==> src/rtl/bcd_entry_decoder_pkg.sv <==
// Shared definitions for the two-digit BCD entry decoder: FSM states,
// error cause codes and the largest legal BCD digit.
package bcd_entry_decoder_pkg;

    typedef enum logic [1:0] {
        S_TENS = 2'd0,
        S_ONES = 2'd1,
        S_CALC = 2'd2,
        S_OUT  = 2'd3
    } state_t;

    localparam logic [1:0] ERR_NONE    = 2'b00;
    localparam logic [1:0] ERR_DIGIT   = 2'b01;
    localparam logic [1:0] ERR_RANGE   = 2'b10;
    localparam logic [1:0] ERR_TIMEOUT = 2'b11;

    localparam logic [3:0] BCD_MAX_DIGIT = 4'd9;

endpackage

==> src/rtl/bcd_entry_decoder_pair.sv <==
// Combinational tens*10 + ones using shifts and adds only.
// Largest input pair (9,9) gives 99, which fits the 7-bit result.
module bcd_pair_to_bin (
    input  logic [3:0] tens_i,
    input  logic [3:0] ones_i,
    output logic [6:0] bin_o
);

    logic [6:0] tens7;

    assign tens7 = {3'b000, tens_i};
    assign bin_o = (tens7 << 3) + (tens7 << 1) + {3'b000, ones_i};

endmodule

==> src/rtl/bcd_entry_decoder.sv <==
// Two-digit BCD entry decoder: collects a tens then a ones digit, converts
// to binary, range-checks against MAX_VAL and reports a value or an error.
module bcd_entry_decoder
    import bcd_entry_decoder_pkg::*;
#(
    parameter int MAX_VAL = 59,
    parameter int TIMEOUT = 1000
) (
    input  logic       clk,
    input  logic       rst_n,
    input  logic [3:0] digit_in,
    input  logic       digit_valid,
    output logic       digit_ready,
    input  logic       clear,
    output logic [5:0] val_out,
    output logic       val_valid,
    output logic       err,
    output logic [1:0] err_code,
    output logic       busy
);

    localparam int             CNT_W    = $clog2(TIMEOUT + 1);
    // Timeout fires on the TIMEOUT-th idle cycle, i.e. when the count already
    // holds TIMEOUT-1 and yet another cycle passes without a digit.
    localparam logic [CNT_W-1:0] CNT_LAST = CNT_W'(TIMEOUT - 1);
    localparam logic [6:0]     MAX_SUM  = 7'(MAX_VAL);

    state_t           state_q, state_d;
    logic [CNT_W-1:0] cnt_q, cnt_d;
    logic [3:0]       tens_q, tens_d;
    logic [3:0]       ones_q, ones_d;
    logic [6:0]       sum_q, sum_d;
    logic [6:0]       sum_w;
    logic [5:0]       val_q, val_d;
    logic             vv_q, vv_d;
    logic             err_q, err_d;
    logic [1:0]       code_q, code_d;
    logic             busy_q, busy_d;
    logic             accept;
    logic             digit_ok;

    assign digit_ready = ((state_q == S_TENS) || (state_q == S_ONES)) && !clear;
    assign accept      = digit_valid && digit_ready;
    assign digit_ok    = (digit_in <= BCD_MAX_DIGIT);

    bcd_pair_to_bin u_pair (
        .tens_i (tens_q),
        .ones_i (ones_q),
        .bin_o  (sum_w)
    );

    // Next-state, datapath and one-cycle output pulses; clear overrides all.
    always_comb begin
        state_d = state_q;
        cnt_d   = cnt_q;
        tens_d  = tens_q;
        ones_d  = ones_q;
        sum_d   = sum_q;
        val_d   = val_q;
        vv_d    = 1'b0;
        err_d   = 1'b0;
        code_d  = ERR_NONE;
        if (clear) begin
            state_d = S_TENS;
            cnt_d   = '0;
            tens_d  = '0;
            ones_d  = '0;
        end else begin
            case (state_q)
                S_TENS: begin
                    if (accept) begin
                        if (digit_ok) begin
                            tens_d  = digit_in;
                            cnt_d   = '0;
                            state_d = S_ONES;
                        end else begin
                            err_d  = 1'b1;
                            code_d = ERR_DIGIT;
                        end
                    end
                end
                S_ONES: begin
                    if (accept) begin
                        cnt_d = '0;
                        if (digit_ok) begin
                            ones_d  = digit_in;
                            state_d = S_CALC;
                        end else begin
                            err_d   = 1'b1;
                            code_d  = ERR_DIGIT;
                            tens_d  = '0;
                            state_d = S_TENS;
                        end
                    end else if (cnt_q == CNT_LAST) begin
                        err_d   = 1'b1;
                        code_d  = ERR_TIMEOUT;
                        tens_d  = '0;
                        cnt_d   = '0;
                        state_d = S_TENS;
                    end else begin
                        cnt_d = cnt_q + CNT_W'(1);
                    end
                end
                S_CALC: begin
                    sum_d   = sum_w;
                    state_d = S_OUT;
                end
                S_OUT: begin
                    if (sum_q <= MAX_SUM) begin
                        val_d = sum_q[5:0];
                        vv_d  = 1'b1;
                    end else begin
                        err_d  = 1'b1;
                        code_d = ERR_RANGE;
                    end
                    tens_d  = '0;
                    ones_d  = '0;
                    state_d = S_TENS;
                end
                default: state_d = S_TENS;
            endcase
        end
        busy_d = (state_d != S_TENS);
    end

    // State and registered outputs; reset abandons any entry silently.
    always_ff @(posedge clk or negedge rst_n) begin
        if (!rst_n) begin
            state_q <= S_TENS;
            cnt_q   <= '0;
            tens_q  <= '0;
            ones_q  <= '0;
            sum_q   <= '0;
            val_q   <= '0;
            vv_q    <= 1'b0;
            err_q   <= 1'b0;
            code_q  <= ERR_NONE;
            busy_q  <= 1'b0;
        end else begin
            state_q <= state_d;
            cnt_q   <= cnt_d;
            tens_q  <= tens_d;
            ones_q  <= ones_d;
            sum_q   <= sum_d;
            val_q   <= val_d;
            vv_q    <= vv_d;
            err_q   <= err_d;
            code_q  <= code_d;
            busy_q  <= busy_d;
        end
    end

    assign val_out   = val_q;
    assign val_valid = vv_q;
    assign err       = err_q;
    assign err_code  = code_q;
    assign busy      = busy_q;

endmodule

==> config.mk <==
export PLATFORM = sky130hd
export DESIGN_NAME = bcd_entry_decoder
export DESIGN_NICKNAME = d
export VERILOG_FILES = /design/src/rtl/bcd_entry_decoder_pkg.sv /design/src/rtl/bcd_entry_decoder_pair.sv /design/src/rtl/bcd_entry_decoder.sv
export SDC_FILE = /design/constraint.sdc
export NUM_CORES = 1
export LEC_CHECK = 0
export ABC_CLOCK_PERIOD_IN_PS = 5600
export CORE_MARGIN = 2
export CORE_UTILIZATION = 50
export DETAILED_ROUTE_END_ITERATION = 16
export PLACE_DENSITY = 0.71
export SETUP_SLACK_MARGIN = 0.15
export SLEW_MARGIN = 20
export SYNTH_ARGS = -nofsm -noshare
export SYNTH_HDL_FRONTEND = slang
export SYNTH_SLANG_ARGS = --single-unit
==> constraint.sdc <==
create_clock -name clk -period 5.6 [get_ports clk]
set_input_delay 1.12 -clock clk [delete_from_list [all_inputs] [get_ports clk]]
set_output_delay 1.12 -clock clk [all_outputs]
set_load 0.01 [all_outputs]
## Yosys cells after proc, flatten, opt, wreduce, memory -nomap -nowiden

Index checks and enable logic that the tools add are counted.

| word-level totals | value |
|---|---|
| register bits after elaboration | 38 |
| input port bits | 8 |
| output and inout bits | 12 |
| logic and storage cells | 79 |

| cells by class | value |
|---|---|
| add/sub/neg operators | 3 |
| magnitude comparators | 2 |
| eq/ne operators | 10 |
| muxes and demuxes | 39 |
| bitwise logic cells | 1 |
| reduce and logical (&&, ||, !) cells | 14 |

Operators with widths:

| kind | number |
|---|---|
| 10-bit two-way mux | 5 |
| 4-bit two-way mux | 7 |
| 2-bit two-way mux | 10 |
| 10-bit case mux with 2 select lines | 1 |
| 3-bit != test, second input constant | 4 |
| 4-bit case mux with 3 select lines | 1 |
| 1-bit two-way mux | 11 |
| 10-bit by 1-bit adder with 10-bit output, second input constant | 1 |
| 10-bit == test, second input constant | 1 |
| 3-bit AND reduction | 3 |
| 2-bit case mux with 4 select lines | 1 |
| 4-bit case mux with 2 select lines | 1 |
| 7-bit by 4-bit adder with 7-bit output | 1 |
| 7-bit by 5-bit adder with 7-bit output | 1 |
| 7-bit by 6-bit <= comparator with 1-bit output, second input constant | 1 |
| 2-bit case mux with 3 select lines | 1 |
| 3-bit nonzero test | 2 |
| 5-bit AND reduction | 1 |
| 2-bit == test, second input constant | 2 |
| 4-bit <= comparator, second input constant | 1 |
| 4-bit by 3-bit != test with 1-bit output, second input constant | 1 |
| 4-bit != test, second input constant | 1 |
| 4-bit nonzero test | 1 |
| 1-bit case mux with 3 select lines | 1 |
| other kinds (8) | 9 |

## Logic depth before layout (Yosys ltp)

Gate-level depths: netlist of run 1.

| logic depth | value |
|---|---|
| depth after elaboration | 8 |
| mapped depth | 8 |
| gate-level depth less buffers | 8 |

## Hierarchy

Synthesis of run 1 repeated with hierarchy kept, for this count alone.

| unflattened totals | value |
|---|---|
| cell total of the unflattened synthesis | 182 |
| area total of the unflattened synthesis | 2,009.4 um^2 |

Modules (own cells, without submodules):

| module | instances | cells each | area an instance (um^2) |
|---|---|---|---|
| bcd_entry_decoder | 1 | 159 | 1,794.2 |
| bcd_pair_to_bin | 1 | 23 | 215.2 |

## Worst setup path after synthesis of run 1

No wires, ideal clock.

| timing path | value |
|---|---|
| path type | input port to output port |
| start | input clear |
| end | output digit_ready |
| data arrival time | 1.493 ns |
| required time | 4.480 ns |
| setup slack | 2.987 ns |
| stages on the path | 2 |
| path through | clkbuf_1 -> nor2_1 |

| on the way | value |
|---|---|
| longest elaborated chain between the ends | 2 |

Ends and longest elaborated chain:

| element | line | RTL |
|---|---|---|
| start: declaration | bcd_entry_decoder.sv:14 | `input logic clear,` |
| 1-bit zero test | bcd_entry_decoder.sv:42 | `assign digit_ready = ((state_q == S_TENS) \|\| (state_q == S_ONES)) && !clear;` |
| 1-bit logical AND | bcd_entry_decoder.sv:42 |  |
| end: declaration | bcd_entry_decoder.sv:13 | `output logic digit_ready,` |

No other way between the ends.

## Worst setup path after layout of run 1

Ends and elaborated chain as after synthesis.

==> results of run 1 <==
-- state kept, by name, indices dropped and copies added (netlist names), 2 cells and up --
signal and flops:
cnt_q 10, sum_q 7, val_out 6, ones_q 4
tens_q 4, err_code 2, state_q 2
-- final timing paths --
check / end / slack (ns) / cells past startpoint
worst max-delay path: digit_ready / 1.98 / 3
worst min-delay path: cnt_q[8] / 0.50 / 1
worst max register to register: cnt_q[6] / 3.47 / 4
worst min register to register: cnt_q[8] / 0.50 / 1
max in group asynchronous: ones_q[2] / 4.17 / 1
min in group asynchronous: sum_q[6] / 0.91 / 1
-- where the power goes --
part | internal (mW) | switching [mW]
clock | 0.0989 | 0.0970
sequential | 0.296 | 0.0169
combinational | 0.0386 | 0.0434
-- per-stage QoR --
step	worst slack [ns]	instances	util	total power [mW]
after floorplan	2.987	197	-	0.3652
after global placement	2.001	255	0.5595	0.3972
after detailed placement	1.982	256	0.5608	0.4003
after CTS	1.970	264	0.5848	0.5988
after global routing	1.871	264	0.5848	0.6240
final	1.981	264	0.5848	0.5904
-- cells by family (layout without fill, tap and decap cells) --
logic type | Yosys count | count (layout) | synth area share
AND/OR/NAND/NOR | 63 | 63 | 0.1592
AO/OA/AOI/OAI | 46 | 46 | 0.1586
flip-flops | 38 | 38 | 0.4671
buffers and inverters | 21 | 38 | 0.04855
multiplexers | 16 | 16 | 0.08482
adder cells (fa/ha/maj) | 10 | 10 | 0.06884
XOR/XNOR | 3 | 3 | 0.01291
-- per-layer routing --
| metal | GRT usage | up-vias | wire length (um) |
|---|---|---|---|
| met5 | 0 | - | 0 |
| met4 | 0.09250 | 0 | 74 |
| met3 | 0.05000 | 7 | 149 |
| met2 | 0.3088 | 41 | 1772 |
| met1 | 0.2755 | 730 | 1783 |
| li1 | - | 737 | - |
-- cell usage after synthesis, drive strengths merged --
cell,number,share of area
nand4,4,0.012
a21o,2,0.0074
and2b,2,0.0086
nor2,6,0.011
nand3,8,0.020
or2,2,0.0061
o21bai,2,0.0074
a21oi,13,0.032
mux2,10,0.055
buf,7,0.022
nand2,22,0.041
nor2b,2,0.0061
and2,3,0.0092
xor2,2,0.0086
o22ai,1,0.0031
nor3,5,0.012
o22a,1,0.0043
dfrtp,38,0.47
clkbuf,4,0.0080
o31ai,1,0.0037
and3,3,0.0098
o21a,3,0.011
inv,10,0.018
xnor2,1,0.0043
a22o,2,0.0092
ha,8,0.049
o211ai,4,0.015
fa,2,0.020
o21ai,9,0.022
a221oi,5,0.022
or4b,1,0.0049
mux2i,6,0.030
or3,2,0.0074
a41oi,3,0.022
and4,1,0.0043
nor3b,1,0.0037
nand2b,1,0.0031
-- layout make-up --
type | instances | area [um^2]
Tap cell | 50 | 62.56
Sequential cell | 38 | 950.9
Timing Repair Buffer | 20 | 190.2
Clock inverter | 2 | 12.51
Multi-Input combinational cell | 138 | 985.9
Clock buffer | 6 | 82.58
Inverter | 10 | 37.54
Fill cell | 337 | 1649
==> summary.md, run 1 <==
| Metric | Value |
|---|---|
| Layout cell share with drive strength beyond 1 | `0.1355` |
| Pleak | `1.044 nW` |
| Core footprint | `3971 um^2` |
| Global-route wire length before repair | `6913 um` |
| Commonest non-fill, non-tap cell in the layout | `dfrtp_1` |
| Worst hold-check path type | `reg -> reg` |
| Number of global-route vias before repair | `1472` |
| Critical-path cell list | `clkdlybuf4s50_1 -> nor2_1 -> clkdlybuf4s50_1` |
| Fin area | `2322 um^2` |
| Post-route ant nets | `0` |
| Full die area | `4598 um^2` |
| Final hold violation count | `0` |
| Layout Area Growth over Synthesis | `14.08%` |
| Clk slew on worst S/H paths | `0.07 ns` |
| Cells after Synth | `197` |
| Final net count | `231` |
| Top Ports | `20` |
| Synth unique cells | `46` |
| Max clock buf depth | `2` |
| Die span in y | `67.81 um` |
| Grt ovf | `0` |
| CTS sink count | `38` |
| CP Class | `in -> out` |
| Worst-path fanout max | `12` |
| Most used cell, CP | `clkdlybuf4s50_1` |
| Final min period | `3.619 ns` |
| Max cap viols | `0` |
| Die width | `67.81 um` |
| Sequential share of the synthesized area | `0.4671` |
| Vias/cell | `5.739` |
| Final period util | `0.6462` |
| CTS tree | `yes` |
| PD cells | `254.3 nW/um^2` |
| RSZ-0062 raised after global routing | `no` |
| Detailed Route WL | `3780 um` |
| Slew Limit Fails | `0` |
| Buf/Inv on CP | `2` |
| Gpl congestion | `0.8303` |
| Hold Worst Slack | `0.5031 ns` |
| Initial DRC count | `142` |
| Setup Buffers After CTS | `0` |
| H-tree levels | `2` |
| Via count | `1515` |
| Starting density of the core | `0.5126` |
| Relative slew slack | `0.4582` |
| Critical Path RT | `4.48 ns` |
| Slowest stage delay, CP | `0.58 ns` |
| Mapped Area | `2036 um^2` |
| Pre-Repair DR Iteration Count | `4` |
| Syn_nets | `215` |
| Root buffer cell | `clkbuf_8` |
| Initial antenna violation count | `0` |
| Tightest Pin Transition | `0.8128 ns` |
| Status | `completed` |
| Cts repair resizes | `0` |
| Flops & latches, synth | `38` |
| WL/cell | `14.32 um` |
| Most frequent cells in the layout | `dfrtp_1 (38), nand2_1 (22), clkdlybuf4s50_1 (18), a21oi_1 (13)` |
| Critical-path top delay cell | `clkdlybuf4s50_1` |
| Residual DRC count | `0` |
| Hold_sp | `cnt_q[8]` |
| Clk Latency, worst-skew pair | `0.29 ns` |
| Fmax | `0.2764 GHz` |
| Crit path launch | `clear` |
| Top Family by Delay on Critical Path | `buffers and inverters` |
| Crit path capture type | `primary output` |
| Yosys warnings | `0` |
| Setup Viol. Count Final | `0` |
| Largest net degree at the start of global routing | `39` |
| Post-DP HPWL | `2783 um` |
| Peak supply drop | `0.1555 mV` |
| CTS Hold Bufs | `0` |
| Reg-to-reg startpoint | `state_q[1]` |
| Final clock skew | `0.007030 ns` |
| Fin Setup TNS | `0 ns` |
| Standard-cell rows | `23` |
| DP Area | `2227 um^2` |
| CP arrival | `2.50 ns` |
| Antenna cells | `0` |
| Launching element type of the critical path | `input port` |
| PortBufs | `19` |
| Post-synthesis average cell area | `10.33 um^2` |
| All-Layer GR Usage | `0.2038` |
| CTS Buf Count | `5` |
Note: power is estimated with default switching activity, not from simulation.
==> inputs of run 2 (changes only) <==
--- a/config.mk
+++ b/config.mk
@@ -5,11 +5,11 @@
 export SDC_FILE = /design/constraint.sdc
 export NUM_CORES = 1
 export LEC_CHECK = 0
-export ABC_CLOCK_PERIOD_IN_PS = 5600
+export ABC_CLOCK_PERIOD_IN_PS = 3040
 export CORE_MARGIN = 2
 export CORE_UTILIZATION = 50
 export DETAILED_ROUTE_END_ITERATION = 16
-export PLACE_DENSITY = 0.71
+export PLACE_DENSITY = 0.74
 export SETUP_SLACK_MARGIN = 0.15
 export SLEW_MARGIN = 20
 export SYNTH_ARGS = -nofsm -noshare
==> constraint.sdc (replaced) <==
create_clock -name clk -period 3.04 [get_ports clk]
set_input_delay 0.608 -clock clk [delete_from_list [all_inputs] [get_ports clk]]
set_output_delay 0.608 -clock clk [all_outputs]
set_load 0.01 [all_outputs]
==> run 2 against run 1 <==
  * Clock power rose by 78%
  * Via count fell by 0.40%
  * Combinational power rose by 90%
  * Worst hold slack got worse by 0.081 ns
  * Clock-buffer cell count rose by 1
  * Register-to-register slack got worse by 2.6 ns
  * Final cell count rose by 1.1%
  * Non-clock buffer count rose by 3
  * Design area rose by 0.92%
  * Flip-flop and latch count did not move
  * Highest routed layer unchanged
==> summary.md, run 2 (synthesis gave the netlist of run 1 again) <==
| Metric | Value |
|---|---|
| Die width | `67.81 um (unchanged)` |
| Clk slew on worst S/H paths | `0.07 ns (about the same)` |
| Initial DRC count | `98 (was 142)` |
| Initial antenna violation count | `0 (unchanged)` |
| H-tree levels | `2 (unchanged)` |
| Peak supply drop | `0.1685 mV (was 0.1555 mV)` |
| Layout Area Growth over Synthesis | `15.12% (was 14.08%)` |
| Relative slew slack | `0.4417 (was 0.4582)` |
| Slew Limit Fails | `0 (unchanged)` |
| CP Class | `in -> out (unchanged)` |
| All-Layer GR Usage | `0.2033 (was 0.2038)` |
| Multi-input logic area | `985.9 um^2 (unchanged)` |
| Pwr Total | `1.083 mW (was 590.4 uW)` |
| Fin Setup TNS | `0 ns (unchanged)` |
| Worst-path fanout max | `6 (was 12)` |
| Combinational fraction of design power | `0.144 (was 0.139)` |
| Clock network power share | `0.322 (was 0.332)` |
| Sw frac | `0.2590 (was 0.2664)` |
| Max cap viols | `0 (unchanged)` |
| Grt ovf | `0 (unchanged)` |
| Register with the most flip-flops | `cnt_q (unchanged)` |
| Critical Path RT | `2.43 ns (was 4.48 ns)` |
| Slowest stage delay, CP | `0.57 ns (was 0.58 ns)` |
| Most frequent cells in the layout | `dfrtp_1 (38), nand2_1 (22), clkdlybuf4s50_1 (18), a21oi_1 (13) (unchanged)` |
| Critical-path cell list | `clkdlybuf4s50_1 -> nor2_1 -> clkdlybuf4s50_1 (unchanged)` |
| Sequential power share | `0.534 (was 0.529)` |
| Via count | `1509 (was 1515)` |
| Full die area | `4598 um^2 (unchanged)` |
| Fmax | `0.3965 GHz` |
| Post-DP HPWL | `2875 um (was 2783 um)` |
| Vias/cell | `5.652 (was 5.739)` |
| Pleak | `1.060 nW (was 1.044 nW)` |
| Worst hold-check path type | `in -> async (was reg -> reg)` |
| Met2 Use GR | `0.3174 (was 0.3088)` |
| Sw power | `280.4 uW (was 157.3 uW)` |
| Register area | `950.9 um^2 (unchanged)` |
| DP Area | `2252 um^2 (was 2227 um^2)` |
| CTS Buf Count | `5 (unchanged)` |
| Cts repair resizes | `0 (unchanged)` |
| Global-route wire length before repair | `6927 um (was 6913 um)` |
| Top Ports | `20 (unchanged)` |
| CTS Hold Bufs | `0 (unchanged)` |
| Commonest non-fill, non-tap cell in the layout | `dfrtp_1 (unchanged)` |
| Core footprint | `3971 um^2 (unchanged)` |
| CTS tree | `yes (unchanged)` |
| Standard-cell rows | `23 (unchanged)` |
| Gpl congestion | `0.7969 (was 0.8303)` |
| Status | `completed (unchanged)` |
| Max clock buf depth | `2 (unchanged)` |
| Max reg flops | `10 (unchanged)` |
| CP arrival | `1.91 ns (was 2.50 ns)` |
| Crit path capture type | `primary output (unchanged)` |
| Final min period | `2.522 ns` |
| Setup Viol. Count Final | `0 (unchanged)` |
| Layout cell share with drive strength beyond 1 | `0.1429 (was 0.1355)` |
| Post-route ant nets | `0 (unchanged)` |
| Launching element type of the critical path | `input port (unchanged)` |
| Met1 GRT Util | `0.2672 (was 0.2755)` |
| Detailed Route WL | `3916 um (was 3780 um)` |
| Starting density of the core | `0.5126 (unchanged)` |
| Tightest Pin Transition | `0.8374 ns (was 0.8128 ns)` |
| Clk Latency, worst-skew pair | `0.28 ns (was 0.29 ns)` |
| Most used cell, CP | `clkdlybuf4s50_1 (unchanged)` |
| WL/cell | `14.67 um (was 14.32 um)` |
| Fillers | `346 (was 337)` |
| Final period util | `0.8295` |
| Critical-path top delay cell | `clkdlybuf4s50_1 (unchanged)` |
| RSZ-0062 raised after global routing | `no (unchanged)` |
| CTS sink count | `38 (unchanged)` |
| Pre-Repair DR Iteration Count | `4 (unchanged)` |
| Internal | `802.3 uW (was 433.1 uW)` |
| GRT met3 Usage | `0.05833 (was 0.05000)` |
| Root buffer cell | `clkbuf_8 (unchanged)` |
| Final hold violation count | `0 (unchanged)` |
| Number of global-route vias before repair | `1514 (was 1472)` |
| Setup Buffers After CTS | `0 (unchanged)` |
| Residual DRC count | `0 (unchanged)` |
| Fin area | `2344 um^2 (was 2322 um^2)` |
| PD cells | `462.0 nW/um^2 (was 254.3 nW/um^2)` |
| Antenna cells | `0 (unchanged)` |
| GRT busiest layer | `met2 (unchanged)` |
| Largest net degree at the start of global routing | `39 (unchanged)` |
| Final net count | `234 (was 231)` |
| Die span in y | `67.81 um (unchanged)` |
| PortBufs | `19 (unchanged)` |
| Final clock skew | `0.008002 ns (was 0.007030 ns)` |
[run 2: path summary, 6_finish.rpt]
kind / start / endpoint / slack, ns / depth (start not counted)
worst max-delay path: clear / digit_ready / 0.52 / 3
worst min-delay path: rst_n / sum_q[6] / 0.42 / 1
worst max register to register: tens_q[0] / sum_q[5] / 0.86 / 8
worst min register to register: cnt_q[7] / cnt_q[7] / 0.50 / 1
max in group asynchronous: rst_n / sum_q[0] / 2.09 / 1
min in group clk: cnt_q[7] / cnt_q[7] / 0.50 / 1
[run 2: power groups by stage]
stage	logic (mW)	registers, mW	clock network, mW
final	0.156	0.579	0.348
after global routing	0.178	0.585	0.386
after CTS	0.158	0.578	0.359
after detailed placement	0.157	0.588	0
after global placement	0.155	0.585	0
after floorplan	0.0935	0.579	0
[run 2: cell type report]
class / count / share of cell area
Clock buffer: 7 / 0.03684
Tap cell: 50 / 0.02670
Clock inverter: 1 / 0.002136
Inverter: 10 / 0.01602
Multi-Input combinational cell: 138 / 0.4207
Timing Repair Buffer: 23 / 0.09183
Sequential cell: 38 / 0.4058
[run 2: critical path: cells and delay by family]
| family | cells | cell delay, ns |
|---|---|---|
| and+or+nand+nor | 1 | 0.22 |
| buffers and inverters | 2 | 1.08 |
[run 2: through the flow]
stage / utilization / hold slack (ns) / std cells / setup slack [ns]
3_5_place_dp: 0.5671 / 0.4892 / 259 / 0.3520
6_report: 0.5901 / 0.4218 / 267 / 0.5182
2_1_floorplan: - / 0.3124 / 197 / 1.037
3_3_place_gp: 0.5671 / 0.4607 / 259 / 0.4029
5_1_grt: 0.5901 / 0.5006 / 267 / 0.4512
4_1_cts: 0.5901 / 0.4515 / 267 / 0.5333
[run 2: metal layers]
layer	wire (um)	up-vias
met5	0	-
met4	89	0
met3	166	11
met2	1797	39
met1	1863	717
li1	-	742
==> inputs of run 3 (changes only) <==
--- a/config.mk
+++ b/config.mk
@@ -5,11 +5,11 @@
 export SDC_FILE = /design/constraint.sdc
 export NUM_CORES = 1
 export LEC_CHECK = 0
-export ABC_CLOCK_PERIOD_IN_PS = 3040
+export ABC_CLOCK_PERIOD_IN_PS = 2500
 export CORE_MARGIN = 2
 export CORE_UTILIZATION = 50
 export DETAILED_ROUTE_END_ITERATION = 16
-export PLACE_DENSITY = 0.74
+export PLACE_DENSITY = 0.71
 export SETUP_SLACK_MARGIN = 0.15
 export SLEW_MARGIN = 20
 export SYNTH_ARGS = -nofsm -noshare
==> constraint.sdc (replaced) <==
create_clock -name clk -period 2.5 [get_ports clk]
set_input_delay 0.5 -clock clk [delete_from_list [all_inputs] [get_ports clk]]
set_output_delay 0.5 -clock clk [all_outputs]
set_load 0.01 [all_outputs]
==> run 3 against run 2 <==
  * Clock skew shrank 0.0039 ns
  * Wire length grew 6.9%
  * Worst hold slack lost 0.12 ns
  * Worst setup slack lost 0.19 ns
  * Sequential power grew 21%
  * First-iteration DRC count shrank 9.2%
  * Register-to-register slack lost 0.52 ns
  * Clock-buffer cell count shrank 1
  * Sequential share of layout area shrank 0.79 points
  * Via count grew 3.9%
  * Critical path depth is the same
  * Die area is the same
==> summary.md, run 3 (synthesis gave the netlist of run 1 again) <==
| Metric | Value |
|---|---|
| All-Layer GR Usage | `0.2119 (was 0.2033)` |
| CTS Hold Bufs | `0 (unchanged)` |
| Die span in y | `67.81 um (unchanged)` |
| Relative slew slack | `0.4548 (was 0.4417)` |
| Root buffer cell | `clkbuf_8 (unchanged)` |
| Final clock skew | `0.004090 ns (was 0.008002 ns)` |
| Tightest Pin Transition | `0.8178 ns (was 0.8374 ns)` |
| CTS tree | `yes (unchanged)` |
| Max clock buf depth | `2 (unchanged)` |
| Worst hold-check path type | `in -> async (unchanged)` |
| Vias/cell | `5.786 (was 5.652)` |
| Crit path launch | `clear (unchanged)` |
| WL/cell | `15.45 um (was 14.67 um)` |
| Fin Setup TNS | `0 ns (unchanged)` |
| Layout cell share with drive strength beyond 1 | `0.1629 (was 0.1429)` |
| Max cap viols | `0 (unchanged)` |
| Layout Area Growth over Synthesis | `17.39% (was 15.12%)` |
| Antenna cells | `0 (unchanged)` |
| Pwr Total | `1.339 mW (was 1.083 mW)` |
| Fmax | `0.4604 GHz` |
| Grt ovf | `0 (unchanged)` |
| Post-route ant nets | `0 (unchanged)` |
| Final min period | `2.172 ns` |
| PortBufs | `19 (unchanged)` |
| GRT met3 Usage | `0.05500 (was 0.05833)` |
| Met2 Use GR | `0.3346 (was 0.3174)` |
| Largest net degree at the start of global routing | `39 (unchanged)` |
| Register with the most flip-flops | `cnt_q (unchanged)` |
| Peak supply drop | `0.3634 mV (was 0.1685 mV)` |
| Most frequent cells in the layout | `dfrtp_1 (38), nand2_1 (22), clkdlybuf4s50_1 (18), a21oi_1 (13) (unchanged)` |
| Cts repair resizes | `0 (unchanged)` |
| Gpl congestion | `0.8476 (was 0.7969)` |
| Clk Latency, worst-skew pair | `0.29 ns (was 0.28 ns)` |
| Commonest non-fill, non-tap cell in the layout | `dfrtp_1 (unchanged)` |
| Post-DP HPWL | `3131 um (was 2875 um)` |
| Launching element type of the critical path | `input port (unchanged)` |
| Final net count | `238 (was 234)` |
| Number of global-route vias before repair | `1528 (was 1514)` |
| Slew Limit Fails | `0 (unchanged)` |
| Residual DRC count | `0 (unchanged)` |
| Starting density of the core | `0.5126 (unchanged)` |
| Met1 GRT Util | `0.2759 (was 0.2672)` |
| GRT busiest layer | `met2 (unchanged)` |
| Die width | `67.81 um (unchanged)` |
| Top Ports | `20 (unchanged)` |
| Standard-cell rows | `23 (unchanged)` |
| RSZ-0062 raised after global routing | `no (unchanged)` |
| Final hold violation count | `0 (unchanged)` |
| CP arrival | `1.67 ns (was 1.91 ns)` |
| H-tree levels | `2 (unchanged)` |
| Status | `completed (unchanged)` |
| Core footprint | `3971 um^2 (unchanged)` |
| Setup Buffers After CTS | `0 (unchanged)` |
| Global-route wire length before repair | `7134 um (was 6927 um)` |
| Initial antenna violation count | `0 (unchanged)` |
| Setup Viol. Count Final | `0 (unchanged)` |
| Pleak | `1.082 nW (was 1.060 nW)` |
| Initial DRC count | `89 (was 98)` |
| PD cells | `560.5 nW/um^2 (was 462.0 nW/um^2)` |
| Max reg flops | `10 (unchanged)` |
| Critical Path RT | `2.00 ns (was 2.43 ns)` |
| Pre-Repair DR Iteration Count | `4 (unchanged)` |
| Crit path capture type | `primary output (unchanged)` |
| CTS sink count | `38 (unchanged)` |
| Reg-to-reg startpoint | `tens_q[0] (unchanged)` |
| CTS Buf Count | `5 (unchanged)` |
| Clk slew on worst S/H paths | `0.07 ns (about the same)` |
| Full die area | `4598 um^2 (unchanged)` |
| Final period util | `0.8687` |
| CP Class | `in -> out (unchanged)` |
| Via count | `1568 (was 1509)` |
| Detailed Route WL | `4188 um (was 3916 um)` |
| Worst-path fanout max | `3 (was 6)` |
==> run 3: cell count changes in the layout (fill, tap and decap cells not counted), sizes merged <==
cell | before | now
clkinvlp | 0 | 1
buf | 5 | 9
clkbuf | 7 | 6
==> run 3: cell type report <==
cell class	count	area [um^2]
clock inverters	2	12.51
clock buffers	6	82.58
fillers	331	1582
inverters	10	37.54
flip-flops and latches	38	950.9
multi-input cells	138	985.9
well taps	50	62.56
repair buffers	27	257.7
==> run 3: per-stage QoR <==
stage / setup WS [ns] / util / cells / hold slack, ns / instance area (um^2)
floorplan: 0.4971 / - / 197 / 0.2044 / 2036
global placement: 0.1973 / 0.5778 / 263 / 0.4782 / 2295
detailed placement: 0.1275 / 0.5778 / 263 / 0.4764 / 2295
CTS: 0.3132 / 0.6018 / 271 / 0.3237 / 2390
global route: 0.1726 / 0.6018 / 271 / 0.3847 / 2390
finish: 0.3281 / 0.6018 / 271 / 0.3032 / 2390
==> run 3: critical path, stage by stage <==
cell and delay (ns):
clkdlybuf4s50_1 0.44, nor2_1 0.17, clkdlybuf4s50_1 0.57
==> run 3: layer usage <==
layer / part of all wire / vias to the layer above
li1: - / 753
met1: 0.45 / 759
met2: 0.47 / 50
met3: 0.058 / 6
met4: 0.016 / 0
met5: 0 / -
==> run 3: path summary, 6_finish.rpt <==
check	to	cells past startpoint	slack (ns)
hold / removal	sum_q[3]	1	0.30
setup / recovery	digit_ready	3	0.33
hold reg to reg	cnt_q[8]	1	0.51
setup reg to reg	sum_q[5]	8	0.34
min in group clk	cnt_q[8]	1	0.51
max in group asynchronous	cnt_q[7]	1	1.69
==> run 3: power by group <==
group / total [mW] / leakage (nW) / internal (mW) / switching, mW
logic: 0.200 / 0.514 / 0.0956 / 0.104
registers: 0.703 / 0.520 / 0.662 / 0.0407
clock network: 0.436 / 0.0472 / 0.221 / 0.215
